--- src/rtl/housekeeping_wb.sv ---
// Purpose: Wishbone slave for the system control window (product ID, clock/trap routing, IRQ source selects).
// Latency: ack and read data are registered one cycle after a select is sampled; control outputs update on the write edge.
// Backpressure: none; the slave never stalls. Ack is a single-cycle pulse and is forced low the cycle after it rises.
module housekeeping_wb #(
    parameter logic [31:0] SYS_BASE_ADR = 32'h2620_0000,
    parameter logic [7:0]  PRODUCT_ID   = 8'h11
) (
    input  logic        wb_clk_i,
    input  logic        wb_rstn_i,
    input  logic        wb_stb_i,
    input  logic        wb_cyc_i,
    input  logic        wb_we_i,
    input  logic [3:0]  wb_sel_i,
    input  logic [31:0] wb_dat_i,
    input  logic [31:0] wb_adr_i,
    output logic        wb_ack_o,
    output logic [31:0] wb_dat_o,
    output logic        clk1_output_dest,
    output logic        clk2_output_dest,
    output logic        trap_output_dest,
    output logic        irq_7_inputsrc,
    output logic        irq_8_inputsrc
);

    localparam logic [7:0] OFS_ID      = 8'h00;
    localparam logic [7:0] OFS_OUTDEST = 8'h1b;
    localparam logic [7:0] OFS_IRQSRC  = 8'h1c;

    logic        select;
    logic        xfer;
    logic [7:0]  offset;
    logic [7:0]  rd_byte;

    logic        ack_q, ack_d;
    logic [31:0] dat_q, dat_d;
    logic [2:0]  outdest_q, outdest_d;
    logic [1:0]  irqsrc_q, irqsrc_d;

    // Upper byte lanes and unused selects are intentionally ignored.
    logic unused_inputs;
    assign unused_inputs = ^{wb_sel_i[3:1], wb_dat_i[31:8]};

    // Decode the window, pick the read byte and compute next-state for ack, read data and registers.
    always_comb begin
        select    = wb_stb_i & wb_cyc_i & (wb_adr_i[31:8] == SYS_BASE_ADR[31:8]);
        offset    = wb_adr_i[7:0];
        // A transfer completes only on the edge that raises ack.
        xfer      = select & ~ack_q;

        rd_byte   = 8'h00;
        case (offset)
            OFS_ID:      rd_byte = PRODUCT_ID;
            OFS_OUTDEST: rd_byte = {5'b0, outdest_q};
            OFS_IRQSRC:  rd_byte = {6'b0, irqsrc_q};
            default:     rd_byte = 8'h00;
        endcase

        ack_d     = xfer;
        dat_d     = dat_q;
        outdest_d = outdest_q;
        irqsrc_d  = irqsrc_q;

        if (xfer && !wb_we_i) begin
            dat_d = {24'b0, rd_byte};
        end

        if (xfer && wb_we_i && wb_sel_i[0]) begin
            case (offset)
                OFS_OUTDEST: outdest_d = wb_dat_i[2:0];
                OFS_IRQSRC:  irqsrc_d  = wb_dat_i[1:0];
                default:     ;
            endcase
        end
    end

    // State registers; reset clears everything immediately.
    always_ff @(posedge wb_clk_i or negedge wb_rstn_i) begin
        if (!wb_rstn_i) begin
            ack_q     <= 1'b0;
            dat_q     <= 32'h0;
            outdest_q <= 3'b0;
            irqsrc_q  <= 2'b0;
        end else begin
            ack_q     <= ack_d;
            dat_q     <= dat_d;
            outdest_q <= outdest_d;
            irqsrc_q  <= irqsrc_d;
        end
    end

    assign wb_ack_o         = ack_q;
    assign wb_dat_o         = dat_q;
    assign clk1_output_dest = outdest_q[0];
    assign clk2_output_dest = outdest_q[1];
    assign trap_output_dest = outdest_q[2];
    assign irq_7_inputsrc   = irqsrc_q[0];
    assign irq_8_inputsrc   = irqsrc_q[1];

endmodule

--- config.mk ---
export PLATFORM = sky130hd
export DESIGN_NAME = housekeeping_wb
export DESIGN_NICKNAME = d
export VERILOG_FILES = /design/src/rtl/housekeeping_wb.sv
export SDC_FILE = /design/constraint.sdc
export NUM_CORES = 1
export LEC_CHECK = 0
export BUFFER_PORTS_ARGS = -buffer_cell sky130_fd_sc_hd__buf_2
export CAP_MARGIN = 5
export CELL_PAD_IN_SITES_DETAIL_PLACEMENT = 1
export CELL_PAD_IN_SITES_GLOBAL_PLACEMENT = 2
export CORE_MARGIN = 2
export CORE_UTILIZATION = 17
export CTS_CLUSTER_DIAMETER = 200
export DETAILED_ROUTE_END_ITERATION = 12
export PLACE_DENSITY_LB_ADDON = 0.25
export SYNTH_ARGS = -nofsm -noshare
export SYNTH_HDL_FRONTEND = slang
export SYNTH_SLANG_ARGS = --single-unit
--- constraint.sdc ---
create_clock -name wb_clk_i -period 3.5 [get_ports wb_clk_i]
set_input_delay 0.7 -clock wb_clk_i [delete_from_list [all_inputs] [get_ports wb_clk_i]]
set_output_delay 0.7 -clock wb_clk_i [all_outputs]
set_load 0.02 [all_outputs]
==> run_results.csv <==
group,metric,value,unit
finish,n_antenna_cell,0,
synthesis,ys_seq_elements,10,
route,viasPerCell,3.576,
cts,hold_buffers,0,
timing,fin_worst_hold_slack,0.3274,ns
cts,cts.repair.resized,0,
critical_path,critPathTopFamily,"simple AND/OR/NAND/NOR gates",
timing,fmax,466.5,MHz
cts,cts_setup_buffers,0,
timing,min_period,2.143,ns
timing,fin_ws,1.357,ns
finish,syn_to_final_growth,30.51,%
critical_path,crit_fanout,4,
power,power.total,0.3010,mW
critical_path,cp.arrival,2.25,ns
timing,slew_viol_final,0,
critical_path,reg2reg_to,"irqsrc_q[0]$_DFFE_PN0P_",
cts,htreeDepth,1,
critical_path,r2r_cells,4,
die,rows,26,
timing,finClkSkew,0.004378,ns
die,start_util,0.1746,
finish,final_nets,203,
critical_path,crit_type,"in -> reg",
critical_path,worstSetupEndpointType,"register",
route,drt_iter0_drc,27,
run,drv_cap,0,
synthesis,ys_top_cells_by_area,"dfrtp_1 28%, buf_4 24%, nor4_4 9.6%, nor4b_4 5.4%, nand4_4 4.8%",
finish,drive_gt1_frac,0.5391,
grt,grt_antenna_before_repair,0,
cts,clk_pin_slew,0.05,ns
synthesis,yosysSeqAreaShare,0.2825,
critical_path,slowest_delay,0.44,ns
die,core_area,0.005075,mm2
power,vdd.ir_drop.worst,0.07117,mV
critical_path,cpMaxStageDelayCell,"nor3_1",
worst_hold_path,min_path_type,"in -> async",
timing,min_period_over_period,0.6124,
timing,rsz0062_at_grt,"false",
route,ant_nets,0,
critical_path,required,3.61,ns
timing,tns,0,ns
placement,post-place-ws,1.150,ns
route,route.detailed.drc,0,
die,dieArea,0.005804,mm2
die,fp.dieW,76.19,um
synthesis,synth_cell_types,27,
cts,cts_buffer_depth,2,
synthesis,synth_common_cells,"28 x buf_4, 10 x dfrtp_1, 4 x nor4_4",
finish,utilization,0.2278,
synthesis,synth_most_common_cell,"buf_4",
placement,gp_congestion,0.7359,
route,vias,708,
synthesis,synth.cell_area,885.9,um2
timing,setup_violations,0,
route,first_pass_iters,3,
placement,io_buffer_count,50,
route,drt_wl_total,2386,um
synthesis,yosys_warnings,0,
synthesis,synth_top_area_cell,"dfrtp_1",
cts,numCtsBuffers,3,
timing,hold_violations,0,
route,routedWlPerCell,12.05,um
die,die_h,76.19,um
grt,grt_pass1_wl,3774,um
status,outcome,"finished, final reports clean",
critical_path,regToRegSetupSlack,1.78,ns
grt,grt_max_degree,11,
synthesis,synthArstFlopShare,1.000,
timing,maxSlewHeadroom,0.6615,
placement,dpl_cell_area,0.001115,mm2
finish,fin_cells,198,
timing,worstMarginPinSlew,0.5039,ns
placement,dpl.hpwl,2174,um
cts,clk_latency,0.23,ns
power,p_per_area,260.4,mW/mm2
critical_path,critPathLaunchType,"input pin",
critical_path,path_cells,"buf_2 -> nor3_1 -> nand3_1 -> nor4b_2 -> mux2_2",
die,pin_count,111,
synthesis,synth-edff-count,0,
critical_path,r2r_start,"wb_ack_o$_DFF_PN0_",
cts,root_buffer,"clkbuf_8",
placement,placed_cells,195,
cts,cts_tree,"built",
grt,grt_pass1_vias,764,
synthesis,synth_area_per_cell,11.66,um2
grt,grt.total_usage,0.07952,
synthesis,synth_cells,76,
critical_path,cp_num_buf_inv,1,
finish,final_area,0.001156,mm2
synthesis,synthDominantCellAreaShare,0.2825,
grt,gr-total-overflow,0,
synthesis,synthFlopType,"dfrtp_1",
cts,cts_sinks,10,
power,power_leakage,0.6038,nW
-- cell type report --
type	instances	area, um2
Clock buffer	3	41.29
Timing Repair Buffer	50	250.2
Multi-Input combinational cell	65	526.8
Tap cell	70	87.58
Sequential cell	10	250.2
Fill cell	621	3919
-- worst max path at each step --
stage                      startpoint                      end  slack, ns  cells after the start
after detailed placement  wb_adr_i[5]  irqsrc_q[0]$_DFFE_PN0P_       1.15                      5
after CTS                 wb_adr_i[5]  irqsrc_q[0]$_DFFE_PN0P_       1.38                      5
after floorplan           wb_adr_i[8]  irqsrc_q[0]$_DFFE_PN0P_       1.49                      4
after global routing      wb_adr_i[5]  irqsrc_q[0]$_DFFE_PN0P_       1.27                      5
after global placement    wb_adr_i[5]  irqsrc_q[1]$_DFFE_PN0P_       1.17                      5
final                     wb_adr_i[5]  irqsrc_q[0]$_DFFE_PN0P_       1.36                      5
-- report_power, final --
part	leakage, nW	internal [mW]	total (mW)	switching, mW
Combinational	0.442	0.0224	0.0703	0.0479
Clock	0.0216	0.0749	0.115	0.0398
Sequential	0.140	0.116	0.116	0.000000000555
-- routing by layer --
layer  GRT usage  share of wire
met4     0.02182              0
met3    0.007109          0.051
met2      0.1482           0.55
met1     0.09745           0.40
met5           0              0
-- registers in the layout (all words and copies together), names as in the netlist --
name	count
outdest_q	3
wb_dat_o	4
wb_ack_o	1
irqsrc_q	2
-- kinds of logic (layout without fill, tap and decap cells) --
kind of cell           Yosys count  count (layout)  share of synthesized area
other                            1              28                   0.004233
buffers and inverters           28              53                     0.2373
and+or+nand+nor                 25              25                     0.3404
AOI/OAI and AO/OA                6               6                    0.05932
DFF                             10              10                     0.2825
muxes                            6               6                    0.07627
-- cell usage in the layout, fill, tap and decap left out --
| master | n |
|---|---|
| nor4b_4 | 2 |
| a22o_1 | 1 |
| mux2_2 | 3 |
| nor4b_1 | 1 |
| clkbuf_8 | 3 |
| a32o_1 | 2 |
| nor3_1 | 1 |
| nand4_4 | 2 |
| nor4_4 | 4 |
| nor2_1 | 3 |
| nand3_1 | 1 |
| and4_2 | 1 |
| and3_1 | 1 |
| conb_1 | 28 |
| nand4_1 | 1 |
| mux2_1 | 3 |
| a221oi_1 | 1 |
| nor4b_2 | 1 |
| nor2b_1 | 1 |
| and3b_1 | 1 |
| and4bb_2 | 1 |
| o31ai_1 | 2 |
| or3_1 | 1 |
| nor3_2 | 1 |
| nand4b_1 | 1 |
| buf_2 | 50 |
| or2_2 | 1 |
| dfrtp_1 | 10 |
No activity file was read; power rests on OpenSTA's default activity.
